===== src/rtl/spi_frame_scheduler.sv =====
// SPI frame scheduler: one tick -> one frame of NCH MSB-first lanes under a shared SCK/SSEL.
// Optional SPI_FRAME_PARITY_EN: each lane appends an odd-parity bit after its LSB.

module spi_frame_scheduler #(
  parameter int NCH   = 2,
  parameter int WIDTH = 32,
  parameter int DIV_W = 24
) (
  input  logic                 clk,
  input  logic                 reset_n,
  input  logic                 en,
  input  logic [DIV_W-1:0]     clkdiv,
  input  logic                 tick,
  input  logic [NCH*WIDTH-1:0] data_in,
  output logic                 SCK,
  output logic                 SSEL,
  output logic [NCH-1:0]       DATA_OUT,
  output logic                 busy,
  output logic                 frame_done,
  output logic [15:0]          overrun_cnt
);

`ifdef SPI_FRAME_PARITY_EN
  localparam int NBITS = WIDTH + 1;
`else
  localparam int NBITS = WIDTH;
`endif
  localparam int BCW = $clog2(WIDTH + 1);

  localparam logic [2:0] IDLE   = 3'd0;
  localparam logic [2:0] SETUP  = 3'd1;
  localparam logic [2:0] SCK_HI = 3'd2;
  localparam logic [2:0] SCK_LO = 3'd3;
  localparam logic [2:0] HOLD   = 3'd4;
  localparam logic [2:0] GAP    = 3'd5;

  logic [2:0]       tsync_q;
  logic             tick_evt;
  logic [2:0]       state_q, state_d;
  logic [DIV_W-1:0] cnt_q, cnt_d, h_q, h_d, h_in;
  logic [BCW-1:0]   bits_q, bits_d;
  logic             half_q, half_d;
  logic             sck_q, sck_d, ssel_q, ssel_d, busy_q, busy_d, done_q, done_d;
  logic [15:0]      ovr_q, ovr_d;
  logic             load, shift, clear, expired;

  // tick may be asynchronous: two sync flops plus one for edge detect
  always_ff @(posedge clk or negedge reset_n) begin
    if (!reset_n) tsync_q <= '0;
    else          tsync_q <= {tsync_q[1:0], tick};
  end
  assign tick_evt = tsync_q[1] & ~tsync_q[2];

  assign h_in    = (clkdiv == '0) ? DIV_W'(1) : clkdiv;
  assign expired = (cnt_q == '0);

  always_comb begin
    state_d = state_q;
    cnt_d   = cnt_q;
    h_d     = h_q;
    bits_d  = bits_q;
    half_d  = half_q;
    sck_d   = sck_q;
    ssel_d  = ssel_q;
    busy_d  = busy_q;
    done_d  = 1'b0;
    load    = 1'b0;
    shift   = 1'b0;
    clear   = 1'b0;
    if (state_q != IDLE) cnt_d = cnt_q - DIV_W'(1);
    case (state_q)
      IDLE: if (tick_evt && en) begin
        load    = 1'b1;
        ssel_d  = 1'b0;
        busy_d  = 1'b1;
        h_d     = h_in;
        cnt_d   = h_in - DIV_W'(1);
        bits_d  = BCW'(NBITS - 1);
        state_d = SETUP;
      end
      SETUP, SCK_LO: if (expired) begin
        sck_d   = 1'b1;
        cnt_d   = h_q - DIV_W'(1);
        state_d = SCK_HI;
      end
      SCK_HI: if (expired) begin
        sck_d = 1'b0;
        cnt_d = h_q - DIV_W'(1);
        if (bits_q != '0) begin
          shift   = 1'b1;
          bits_d  = bits_q - BCW'(1);
          state_d = SCK_LO;
        end else begin
          half_d  = 1'b0;
          state_d = HOLD;
        end
      end
      // HOLD spans two half-periods: a trailing SCK-low phase on the last bit, then select hold
      HOLD: if (expired) begin
        cnt_d = h_q - DIV_W'(1);
        if (!half_q) begin
          half_d = 1'b1;
        end else begin
          half_d  = 1'b0;
          ssel_d  = 1'b1;
          clear   = 1'b1;
          state_d = GAP;
        end
      end
      GAP: if (expired) begin
        cnt_d = h_q - DIV_W'(1);
        if (!half_q) begin
          half_d = 1'b1;
        end else begin
          half_d  = 1'b0;
          busy_d  = 1'b0;
          done_d  = 1'b1;
          state_d = IDLE;
        end
      end
      default: state_d = IDLE;
    endcase
  end

  // ticks outside IDLE (including the cycle IDLE is re-entered) are dropped and counted
  always_comb begin
    ovr_d = ovr_q;
    if (tick_evt && (state_q != IDLE) && (ovr_q != 16'hFFFF)) ovr_d = ovr_q + 16'd1;
  end

  always_ff @(posedge clk or negedge reset_n) begin
    if (!reset_n) begin
      state_q <= IDLE;
      cnt_q   <= '0;
      h_q     <= '0;
      bits_q  <= '0;
      half_q  <= 1'b0;
      sck_q   <= 1'b0;
      ssel_q  <= 1'b1;
      busy_q  <= 1'b0;
      done_q  <= 1'b0;
      ovr_q   <= '0;
    end else begin
      state_q <= state_d;
      cnt_q   <= cnt_d;
      h_q     <= h_d;
      bits_q  <= bits_d;
      half_q  <= half_d;
      sck_q   <= sck_d;
      ssel_q  <= ssel_d;
      busy_q  <= busy_d;
      done_q  <= done_d;
      ovr_q   <= ovr_d;
    end
  end

  for (genvar k = 0; k < NCH; k++) begin : g_lane
    logic [WIDTH-1:0] word;
    logic [NBITS-1:0] init;
    logic [NBITS-1:0] sh_q;
    assign word = data_in[k*WIDTH +: WIDTH];
`ifdef SPI_FRAME_PARITY_EN
    assign init = {word, ~^word};
`else
    assign init = word;
`endif
    always_ff @(posedge clk or negedge reset_n) begin
      if (!reset_n)   sh_q <= '0;
      else if (load)  sh_q <= init;
      else if (clear) sh_q <= '0;
      else if (shift) sh_q <= {sh_q[NBITS-2:0], 1'b0};
    end
    assign DATA_OUT[k] = sh_q[NBITS-1];
  end

  assign SCK         = sck_q;
  assign SSEL        = ssel_q;
  assign busy        = busy_q;
  assign frame_done  = done_q;
  assign overrun_cnt = ovr_q;

endmodule

===== config.mk =====
export PLATFORM = sky130hd
export DESIGN_NAME = spi_frame_scheduler
export DESIGN_NICKNAME = d
export VERILOG_FILES = /design/src/rtl/spi_frame_scheduler.sv
export SDC_FILE = /design/constraint.sdc
export NUM_CORES = 1
export LEC_CHECK = 0
export ABC_CLOCK_PERIOD_IN_PS = 4000
export CAP_MARGIN = 10
export CORE_ASPECT_RATIO = 1.25
export CORE_MARGIN = 4
export CORE_UTILIZATION = 46
export DETAILED_ROUTE_END_ITERATION = 6
export PLACE_DENSITY_LB_ADDON = 0.3
export SYNTH_ARGS = -nofsm -noshare
export SYNTH_HDL_FRONTEND = slang
export SYNTH_SLANG_ARGS = --single-unit

===== constraint.sdc =====
create_clock -name clk -period 4 [get_ports clk]
set_clock_uncertainty 0.05 [all_clocks]
set_input_delay 0.8 -clock clk [delete_from_list [all_inputs] [get_ports clk]]
set_output_delay 0.8 -clock clk [all_outputs]
set_load 0.05 [all_outputs]

### Word level (Yosys, flattened, before mapping)

Index checks and enable logic that the tools add are counted.

| storage, ports and cells | value |
|---|---|
| flip-flop bits (word level) | 145 |
| output and inout port bits | 22 |

| operators by class | value |
|---|---|
| $add $sub $neg | 5 |
| equal/unequal tests | 16 |
| muxes and demuxes | 49 |
| bitwise logic cells | 2 |
| reduce and logical (&&, ||, !) cells | 24 |

Operator list:

| cell | number |
|---|---|
| $mux W32 | 6 |
| $mux W24 | 4 |
| $sub A24 B1 Y24 const B | 3 |
| $logic_not A24 Y1 | 2 |
| $pmux W24 S2 | 1 |
| $mux W3 | 8 |
| $mux W1 | 21 |
| $mux W6 | 3 |
| $ne A2 B2 Y1 const B | 9 |
| $add A16 B1 Y16 const B | 1 |
| $ne A16 B16 Y1 const B | 1 |
| $reduce_and A4 Y1 | 4 |
| $pmux W3 S5 | 1 |
| $pmux W6 S2 | 1 |
| $reduce_bool A2 Y1 | 5 |
| $pmux W1 S2 | 4 |
| $reduce_and A7 Y1 | 1 |
| $eq A3 B2 Y1 const B | 2 |
| $eq A3 B3 Y1 const B | 2 |
| $reduce_bool A3 Y1 | 2 |
| $reduce_bool A6 Y1 | 1 |
| $sub A6 B1 Y6 const B | 1 |
| $reduce_or A5 Y1 | 1 |
| $reduce_or A2 Y1 | 2 |
| other kinds (8) | 10 |

### Logic depth before layout (Yosys ltp)

Gate-level depths: netlist of the first run.

| logic depth | value |
|---|---|
| depth in word-level cells | 7 |
| depth in mapped cells | 11 |
| gate-level depth less buffers | 9 |

### Worst setup path before layout of the first run

Ideal clock, no wire load.

| timing | value |
|---|---|
| kind | input to register |
| start | input port clkdiv[11] |
| end | register cnt_q[18] |
| data arrival time | 3.291 ns |
| required time | 3.795 ns |
| setup slack | 0.504 ns |
| stages | 11 |
| cells stage by stage | or4_1 -> clkbuf_1 -> nor4_2 -> a21oi_1 -> ha_1 -> or4b_2 -> clkbuf_1 -> nor3_1 -> a311o_1 -> o21ai_0 -> a221oi_1 |

| between the ends | value |
|---|---|
| longest elaborated chain between the ends | 5 |

Ends and longest elaborated chain:

| item | line | text |
|---|---|---|
| start: declaration | 12 | `input logic [DIV_W-1:0] clkdiv,` |
| $logic_not A24 Y1 | 54 | `assign h_in = (clkdiv == '0) ? DIV_W'(1) : clkdiv;` |
| $mux W24 * | 54 |  |
| $sub A24 B1 Y24 * | 77 | `cnt_d = h_in - DIV_W'(1);` |
| $mux W24 * | 72 | `IDLE: if (tick_evt && en) begin` |
| $pmux W24 S2 * | 71 | `case (state_q)` |
| named net cnt_d[18] | 40 | `logic [DIV_W-1:0] cnt_q, cnt_d, h_q, h_d, h_in;` |
| end signal: assignment | 145 | `cnt_q <= cnt_d;` |
| end: declaration | 40 |  |

Mark *: on every way through the listed nets, which the timed path passes. The rest lies on a longest branch.
A chain may end at the register's enable or synchronous reset.

### Worst setup path after layout of the first run

| timing | value |
|---|---|
| start | input port clkdiv[19] |
| end | register cnt_q[12] |

| between the ends | value |
|---|---|
| longest elaborated chain between the ends | 5 |

Ends and longest elaborated chain:

| item | line |
|---|---|
| $logic_not A24 Y1 | 54 |
| $mux W24 | 54 |
| $sub A24 B1 Y24 | 77 |
| $mux W24 | 72 |
| $pmux W24 S2 | 71 |
| named net cnt_d[12] | 40 |

The timed path passes the listed nets, and every way through them passes these cells.

==> run metrics, run 1 <==
status finished clean; global route overflow 0; measured slew at the worst slew-check pin between 0.8 and 0.9 ns; Final Wtd Congestion 0.8890; CP max FO 8; sequential share of the synthesized area 0.4573; largest cells by area after synthesis dfrtp_1 (45%), mux2i_1 (7.8%), nand2_1 (7.6%); M3 GR Usage 0.04430; postcts setup bufs 0; DR pass1 iterations 5; Min Hold Slack 0.3003 ns; total negative slack 0 ns; mapped cell area 0.007938 mm²; layout net count 1,069; fmax 288.9 MHz; chip height 154.9 µm; TritonCTS Buffers 17; reg-to-reg setup timing slack 1.10 ns; vias between 6k and 7k; post-cts sizing count 0; CP endpoint kind flip-flop; maximum vdd drop slightly below 300 µV; Avg Cell Area, Syn 9.306 µm²; LEAKAGE 3.864 nW; WS Path Type in2reg; GR peak layer met2; vias in the first global route 6,929; RSZ-0062 raised after global routing false; Bufs on Longest Clock Path 2; R2R Path Start cnt_q[3]$_DFF_PN0_; Total GRT Usage 0.2059; final hold violations 0; Power Total 0.005203 W; Ys Warns 0; DRT Wirelength 19.87 mm; DR DRC count 0; clock sink total around 150; Layout area overhead 26.53%; library cells used by synthesis between 60 and 70; die area 0.01943 mm²; DRT iter0 DRCs between 500 and 600; pre-CTS setup slack roughly 0.16 ns; num rows 53; Rel. slew slack 0.4100; CTS tree built; IO buf count 113; Worst-path clk slew 0.06 ns; Root Driver clkbuf_16; Worst EP required 4.24 ns; Post-synth top flop dfrtp_1; Synth top area share 0.4540; initial antenna violation count 0; Max Slew Vio Count 0; die width 125.5 µm; Final period util 0.8655; r2r endpoint bits_q[5]$_DFFE_PN0P_; pwr dens 518.1 mW/mm²; Via-to-Cell Ratio 5.725; initial core utilization 0.4694; Post-synth EDFFs 0; reg2reg path depth 5; Cells after Synth around 850; commonest cells after routing, fill and taps aside nand2_1 (161), dfrtp_1 (144), clkdlybuf4s50_1 (112), o21ai_0 (80), mux2i_1 (62); met1 GRT Util 0.2605; worst min path class reg2reg; fraction of layout cells with a size suffix above 1 0.08731; most common cell after layout, fill and taps aside nand2_1; global-route wire length before repair 33.09 mm; Setup crit start kind input port; flops & latches, synth 145; Setup crit start clkdiv[19]; Clock Latency Late Sink about 0.42 ns; num ports 114; largest net degree at the start of global routing 84; Worst Hold Path Cells 0; critical path arrival 3.70 ns; Final ANT Viol Nets 0; critical path endpoint cnt_q[12]$_DFF_PN0_; Diodes inserted 0; core box area about 0.017 mm²; asr flop ratio synth 1.000; CTS HTree Levels 4; maxcap violations 0; net count after synthesis 950; CTS Hold Bufs 0; Finished Core Util 0.5939; Synth area leader dfrtp_1; post-DP HPWL 14.13 mm; drt wl/cell 16.49 µm; final worst setup slack 0.5382 ns; final setup fails 0; met2 usage 0.3348; minimum clock period 3.462 ns
==> sequential cells by signal, summed over array words and instances, names as in the netlist, 3 cells and up <==
signal	flops
overrun_cnt	16
tsync_q	3
g_lane.sh_q	64
cnt_q	24
h_q	24
bits_q	6
state_q	3
==> cell usage after synthesis, drive strengths merged (15+ instances only) <==
library cell	number
nor2	35
buf	15
nor3	23
clkbuf	36
dfrtp	144
xnor2	43
xor2	18
nand3	23
mux2i	62
o21ai	88
nand2	161
nor4	25
==> kinds of logic (layout without fill, tap and decap cells) <==
kind of cell / Yosys count / in the layout / synth area share
AOI/OAI and AO/OA: 168 / 168 / 0.1341
DFF: 145 / 145 / 0.4573
buffers and inverters: 63 / 195 / 0.03215
and+or+nand+nor: 348 / 348 / 0.2216
adders and majority gates: 5 / 5 / 0.007881
xor gates and xnor gates: 61 / 61 / 0.06731
muxes: 63 / 63 / 0.07960
==> per-layer routing <==
metal	vias up	wire length (µm)
li1	3331	-
met5	-	0
met1	3294	8582
met2	217	9492
met4	0	740
met3	57	1058
==> worst max-delay path, stage by stage <==
cell	delay (ns)
clkdlybuf4s50_1	0.54
or4_1	0.21
nor4_2	0.06
buf_4	0.16
a21oi_1	0.18
ha_1	0.18
or4b_2	0.66
buf_4	0.18
nor4_1	0.31
xor2_1	0.13
a22oi_1	0.15
o21ai_0	0.12
==> worst min-delay path by stage <==
stage,start,to
after floorplan,tsync_q[0]$_DFF_PN0_,tsync_q[1]$_DFF_PN0_
after global placement,tsync_q[0]$_DFF_PN0_,tsync_q[1]$_DFF_PN0_
after detailed placement,tsync_q[0]$_DFF_PN0_,tsync_q[1]$_DFF_PN0_
after CTS,tsync_q[0]$_DFF_PN0_,tsync_q[1]$_DFF_PN0_
after global routing,tsync_q[0]$_DFF_PN0_,tsync_q[1]$_DFF_PN0_
final,tsync_q[0]$_DFF_PN0_,tsync_q[1]$_DFF_PN0_
==> cell type report <==
class / instances / area (µm²)
clock buffers: 17 / 425.4
multi-input cells: 645 / 4066
flip-flops and latches: 145 / 3630
well taps: 220 / 275.3
inverters: 12 / 45.04
repair buffers: 151 / 1455
clock inverters: 15 / 146.4
fillers: 1467 / 6867
==> report_power, final <==
group	switching (W)	internal, W	total (W)
Sequential	0.000393	0.00191	0.00230
Clock	0.000670	0.000873	0.00154
Combinational	0.000732	0.000627	0.00136
Total	0.00179	0.00341	0.00520
==> stage by stage <==
step / cells / area, µm²
3_3_place_gp: 1173 / 9472
5_1_grt: 1205 / 10040
6_report: 1205 / 10040
4_1_cts: 1205 / 10040
2_1_floorplan: 853 / 7938
3_5_place_dp: 1173 / 9472
Note: power is estimated with default switching activity, not from simulation.
==> run 2: changes to the inputs <==
--- a/config.mk
+++ b/config.mk
@@ -5,12 +5,13 @@
 export SDC_FILE = /design/constraint.sdc
 export NUM_CORES = 1
 export LEC_CHECK = 0
-export ABC_CLOCK_PERIOD_IN_PS = 4000
+export ABC_CLOCK_PERIOD_IN_PS = 3500
 export CAP_MARGIN = 10
 export CORE_ASPECT_RATIO = 1.25
 export CORE_MARGIN = 4
 export CORE_UTILIZATION = 46
 export DETAILED_ROUTE_END_ITERATION = 6
+export GPL_TIMING_DRIVEN = 0
 export PLACE_DENSITY_LB_ADDON = 0.3
 export SYNTH_ARGS = -nofsm -noshare
 export SYNTH_HDL_FRONTEND = slang
==> constraint.sdc (replaced) <==
create_clock -name clk -period 3.5 [get_ports clk]
set_clock_uncertainty 0.05 [all_clocks]
set_input_delay 0.7 -clock clk [delete_from_list [all_inputs] [get_ports clk]]
set_output_delay 0.7 -clock clk [all_outputs]
set_load 0.05 [all_outputs]
==> run 2 against run 1 <==
  * Utilization down 0.13 points
  * Global-route usage up 0.83 points
  * Largest power group unchanged
  * Non-clock buffer count up 15
  * Worst setup slack worse by 0.38 ns
  * Highest routed layer unchanged
  * First-iteration DRC count up 0.39%
  * Count of clock-buffer cells in the layout unchanged
  * Combinational power up 16%
  * Largest cell class unchanged
  * Final cell count up 1.2%
  * Clock power up 19%
  * Via count about the same
==> run metrics, run 2 (same netlist as run 1, synthesis figures left out) <==
status finished clean; total negative slack 0 ns; Largest Register g_lane.sh_q; Regs by FF count g_lane.sh_q (64), cnt_q (24), h_q (24); layout net count 1,084; minimum clock period ~3.3 ns; commonest cells after routing, fill and taps aside nand2_1 (161), dfrtp_1 (144), clkdlybuf4s50_1 (110), o21ai_0 (80), mux2i_1 (62); Clock Latency Late Sink between 0.4 and 0.5 ns; Power Total 0.006039 W; CP endpoint kind flip-flop; DR pass1 iterations 5; vias 6,903; die width 125.5 µm; global route overflow 0; Finished Layout Cells between 1k and 1.5k; chip height 154.9 µm; Final ANT Viol Nets 0; CTS HTree Levels 4; most common cell after layout, fill and taps aside nand2_1; DR DRC count 0; Final period util 0.9547; DRT Wirelength between 20 and 25 mm; Worst EP required 3.72 ns; core box area 0.01691 mm²; Total GRT Usage 0.2143; max reg flops 64; CTS tree built; fmax between 200 and 300 MHz; post-DP HPWL 15.14 mm; Final Wtd Congestion roughly 0.9; clock sink total 145; Via-to-Cell Ratio 5.658; final setup fails 0; initial core utilization 0.4694; drt wl/cell 17.05 µm; final hold violations 0; Critical Path, Cell by Cell clkdlybuf4s50_1 > or4_1 > nor4_4 > a21oi_2 > ha_1 > or4b_4 > nor3_1 > xor2_1 > a22oi_1 > o21ai_0; reg2reg path depth 6; Worst-path clk slew 0.07 ns; num rows between 50 and 60; Layout area overhead 26.26%; largest net degree at the start of global routing 96; global-route wire length before repair 33.55 mm; TritonCTS Buffers 17; maximum vdd drop slightly below 400 µV; num ports 114; CP max FO 8; Max Slew Vio Count 0; final worst setup slack 0.1585 ns; worst min path class in2async; fraction of layout cells with a size suffix above 1 0.06400; maxcap violations 0; die area 0.01943 mm²; Rel. slew slack 0.2374; WS Path Type in2reg; critical path arrival 3.57 ns; measured slew at the worst slew-check pin between 1 and 1.5 ns; vias in the first global route 6,819; Crit path largest cell delay 0.71 ns; initial antenna violation count 0; pwr dens 602.5 mW/mm²; CP max stage cell or4_1; Setup crit start kind input port; RSZ-0062 raised after global routing false; LEAKAGE 3.845 nW; pre-CTS setup slack -1.139 ns; placed cell count 1,188; Root Driver clkbuf_16; DRT iter0 DRCs 513; IO buf count 113; Diodes inserted 0; Bufs on Longest Clock Path 2
run 2: cell count changes in the layout (fill, tap and decap cells not counted), moves of 3 or more:
cell	before	now
inv_6	5	8
buf_4	35	4
clkbuf_1	0	34
buf_2	0	9
buf_12	3	0
buf_1	0	5
run 2: cell type report:
type | instances | area (µm²)
Fill cell | 1523 | 6888
Buffer | 49 | 202.7
Tap cell | 220 | 275.3
Inverter | 12 | 45.04
Multi-Input combinational cell | 645 | 4090
Clock buffer | 17 | 425.4
Clock inverter | 15 | 170.2
Timing Repair Buffer | 117 | 1184
Sequential cell | 145 | 3630
run 2: path summary, 6_finish.rpt:
path	end	slack, ns	from
min reg2reg	tsync_q[1]$_DFF_PN0_	0.30	tsync_q[0]$_DFF_PN0_
min	g_lane[1].sh_q[9]$_DFFE_PN0P_	0.15	reset_n
max	cnt_q[10]$_DFF_PN0_	0.16	clkdiv[11]
max in group asynchronous	h_q[4]$_DFFE_PN0P_	2.42	reset_n
min in group clk	tsync_q[1]$_DFF_PN0_	0.30	tsync_q[0]$_DFF_PN0_
max reg2reg	cnt_q[17]$_DFF_PN0_	0.20	cnt_q[16]$_DFF_PN0_
run 2: worst max-delay path: cells and delay by family:
kind,cells,cell delay [ns]
and+or+nand+nor,4,1.41
buffers and inverters,1,0.52
AOI/OAI and AO/OA,3,0.51
adders and majority gates,1,0.27
xor gates and xnor gates,1,0.15
run 2: what timing repair did:
action,4_1_cts,5_1_grt
gates resized for setup,5,4
pin swaps,2,1
buffers inserted,1,1
hold buffers,0,0
endpoints found under the setup margin,11,4
run 2: layer usage:
metal  GRT usage  vias up  wire [µm]
li1            -     3359          -
met1      0.2679     3290       8817
met2      0.3562      206      10160
met3     0.04018       48       1085
met4      0.1074        0        740
met5           0        -          0
run 2: where the power goes:
| part | internal [W] | switching (W) |
|---|---|---|
| logic | 0.000721 | 0.000857 |
| clock network | 0.00107 | 0.000770 |
| registers | 0.00218 | 0.000436 |
| total | 0.00397 | 0.00206 |
run 2: per-stage QoR:
step,utilization,area (µm²),hold WS [ns]
after floorplan,-,7938,0.2812
after global placement,0.5526,9344,0.2865
after detailed placement,0.5545,9376,0.2895
after CTS,0.5916,10000,0.1502
after global routing,0.5927,10020,0.1723
final,0.5927,10020,0.1485
==> run 3: changes to the inputs <==
--- a/config.mk
+++ b/config.mk
@@ -5,11 +5,12 @@
 export SDC_FILE = /design/constraint.sdc
 export NUM_CORES = 1
 export LEC_CHECK = 0
-export ABC_CLOCK_PERIOD_IN_PS = 3500
+export ABC_CLOCK_PERIOD_IN_PS = 3800
 export CAP_MARGIN = 10
 export CORE_ASPECT_RATIO = 1.25
 export CORE_MARGIN = 4
 export CORE_UTILIZATION = 46
+export CTS_BUF_LIST = sky130_fd_sc_hd__clkbuf_4 sky130_fd_sc_hd__clkbuf_8
 export DETAILED_ROUTE_END_ITERATION = 6
 export GPL_TIMING_DRIVEN = 0
 export PLACE_DENSITY_LB_ADDON = 0.3
==> constraint.sdc (replaced) <==
create_clock -name clk -period 3.8 [get_ports clk]
set_clock_uncertainty 0.05 [all_clocks]
set_input_delay 0.76 -clock clk [delete_from_list [all_inputs] [get_ports clk]]
set_output_delay 0.76 -clock clk [all_outputs]
set_load 0.05 [all_outputs]
==> run 3 against run 2 <==
  * Sequential share of layout area is 0.79 points higher
  * Worst setup slack worse by 0.0061 ns
  * Hold slack better by 0.021 ns
  * Die area stayed put
  * Flip-flop and latch count stayed put
  * Sequential power is 8.4% lower
  * Largest power group unchanged
  * Critical path depth is 1 higher
==> run metrics, run 3 (same netlist as run 1, synthesis figures left out) <==
IO buf count 113; Clock Latency Late Sink 0.46 ns; met1 GRT Util 0.2612; layout net count 1,084; num ports ~110; post-DP HPWL 15.14 mm; largest net degree at the start of global routing 96; drt wl/cell 16.82 µm; CP endpoint kind flip-flop; Worst-path clk slew 0.09 ns; Finished Core Util 0.5800; # fillers 1,554; LEAKAGE 3.732 nW; met2 usage 0.3536; DRT Wirelength 20.52 mm; Comb pwr share 0.284; die width roughly 130 µm; GR peak layer met2; Final Wtd Congestion 0.9105; Root Driver clkbuf_8; chip height 154.9 µm; CTS HTree Levels 4; RSZ-0062 raised after global routing false; Setup crit start kind input port; DR DRC count 0; maxcap violations 0; DRT iter0 DRCs 516; measured slew at the worst slew-check pin 1.118 ns; WS Path Type in2reg; most common cell after layout, fill and taps aside nand2_1; Diodes inserted 0; switching share of power 0.3602; Finished Layout Cells ~1.2k; vias in the first global route 6,749; Final ANT Viol Nets 0; Bufs on Longest Clock Path 2; Total GRT Usage 0.2111; Via-to-Cell Ratio 5.638; Crit path largest cell delay 0.76 ns; maximum vdd drop 250.8 µV; clock sink total 145; die area 0.01943 mm²; Rel. slew slack 0.2479; total negative slack 0 ns; M3 GR Usage 0.04396; DR pass1 iterations 5; CTS tree built; Max Slew Vio Count 0; num rows 53; part of the power in registers 0.470; max reg flops 64; multi-input logic area 0.004076 mm²; critical path arrival 3.91 ns; final hold violations 0; Final period util 0.9599; Critical Path, Cell by Cell clkdlybuf4s50_1 > or4_1 > clkbuf_1 > nor4_4 > a21oi_2 > ha_1 > or4b_2 > nor4_1 > xor2_1 > a22oi_1 > o21ai_0; Worst EP required approximately 4.1 ns; minimum clock period 3.648 ns; core box area ~0.017 mm²; TritonCTS Buffers 17; FF/Latch Area 0.003630 mm²; commonest cells after routing, fill and taps aside nand2_1 (161), dfrtp_1 (144), clkdlybuf4s50_1 (112), o21ai_0 (80), mux2i_1 (62); Regs by FF count g_lane.sh_q (64), cnt_q (24), h_q (24); critical path buffer and inverter count 2; initial antenna violation count 0; pwr dens 521.6 mW/mm²; Internal 0.003273 W; global route overflow 0; fmax 274.2 MHz; vias 6,878; fraction of layout cells with a size suffix above 1 0.06100; switching power 0.001843 W; global-route wire length before repair between 30 and 40 mm; Crit path max-delay family simple AND/OR/NAND/NOR gates; initial core utilization 0.4694; placed cell count 1,188; worst min path class in2async; Largest Register g_lane.sh_q; Layout area overhead 23.57%; final setup fails 0; clock power share 0.246; CP max FO 8; status finished clean; CP max stage cell or4b_2
[run 3: cell types whose count changed in the layout (fill, tap and decap cells not counted), sizes merged]
cell | previous run | this run
clkdlybuf4s50 | 110 | 112
dlymetal6s2s | 2 | 0
buf | 20 | 19
clkbuf | 51 | 52
[run 3: worst paths after layout]
check / startpoint / cells past startpoint / to / slack (ns)
worst max register to register: cnt_q[16]$_DFF_PN0_ / 6 / cnt_q[17]$_DFF_PN0_ / 0.55
worst min-delay path: reset_n / 1 / g_lane[1].sh_q[9]$_DFFE_PN0P_ / 0.17
min in group clk: tsync_q[0]$_DFF_PN0_ / 0 / tsync_q[1]$_DFF_PN0_ / 0.30
worst max-delay path: clkdiv[11] / 11 / cnt_q[12]$_DFF_PN0_ / 0.15
max in group asynchronous: reset_n / 2 / h_q[4]$_DFFE_PN0P_ / 2.71
worst min register to register: tsync_q[0]$_DFF_PN0_ / 0 / tsync_q[1]$_DFF_PN0_ / 0.30
[run 3: layer usage]
metal | wire [µm] | up-vias
li1 | - | 3353
met1 | 8656 | 3264
met2 | 9976 | 208
met3 | 1121 | 53
met4 | 768 | 0
met5 | 0 | -
[run 3: layout make-up]
| cell class | instances | area share |
|---|---|---|
| plain buffers | 50 | 0.02105 |
| clock buffers | 17 | 0.02386 |
| clock inverters | 15 | 0.01735 |
| inverters | 12 | 0.004592 |
| multi-input cells | 645 | 0.4156 |
| flip-flops and latches | 145 | 0.3701 |
| well taps | 220 | 0.02806 |
| repair buffers | 116 | 0.1194 |
[run 3: metrics by stage]
stage                     total power, W  cell area [µm²]  hold WS (ns)  setup WS (ns)
after floorplan                 0.003355             7938        0.2812         0.3443
after global placement          0.003819             9344        0.2865         -3.889
after detailed placement        0.003875             9376        0.2895        -0.8993
after CTS                       0.005145             9802        0.1630        0.03609
after global routing            0.005456             9808        0.1790        0.04049
final                           0.005116             9808        0.1692         0.1524
[run 3: what timing repair did]
| action | in CTS | in global routing |
|---|---|---|
| buffers inserted | 1 | 0 |
| resized for setup | 2 | 2 |
| setup endpoints to repair | 10 | 8 |
| hold buffers | 0 | 0 |
| pin swaps | 1 | 0 |
[run 3: power groups by stage]
stage          clock network [W]  registers (W)  logic, W
2_1_floorplan                  0        0.00242  0.000937
3_3_place_gp                   0        0.00242   0.00140
3_5_place_dp                   0        0.00243   0.00145
4_1_cts                  0.00129        0.00240   0.00146
5_1_grt                  0.00136        0.00248   0.00162
6_report                 0.00126        0.00240   0.00145
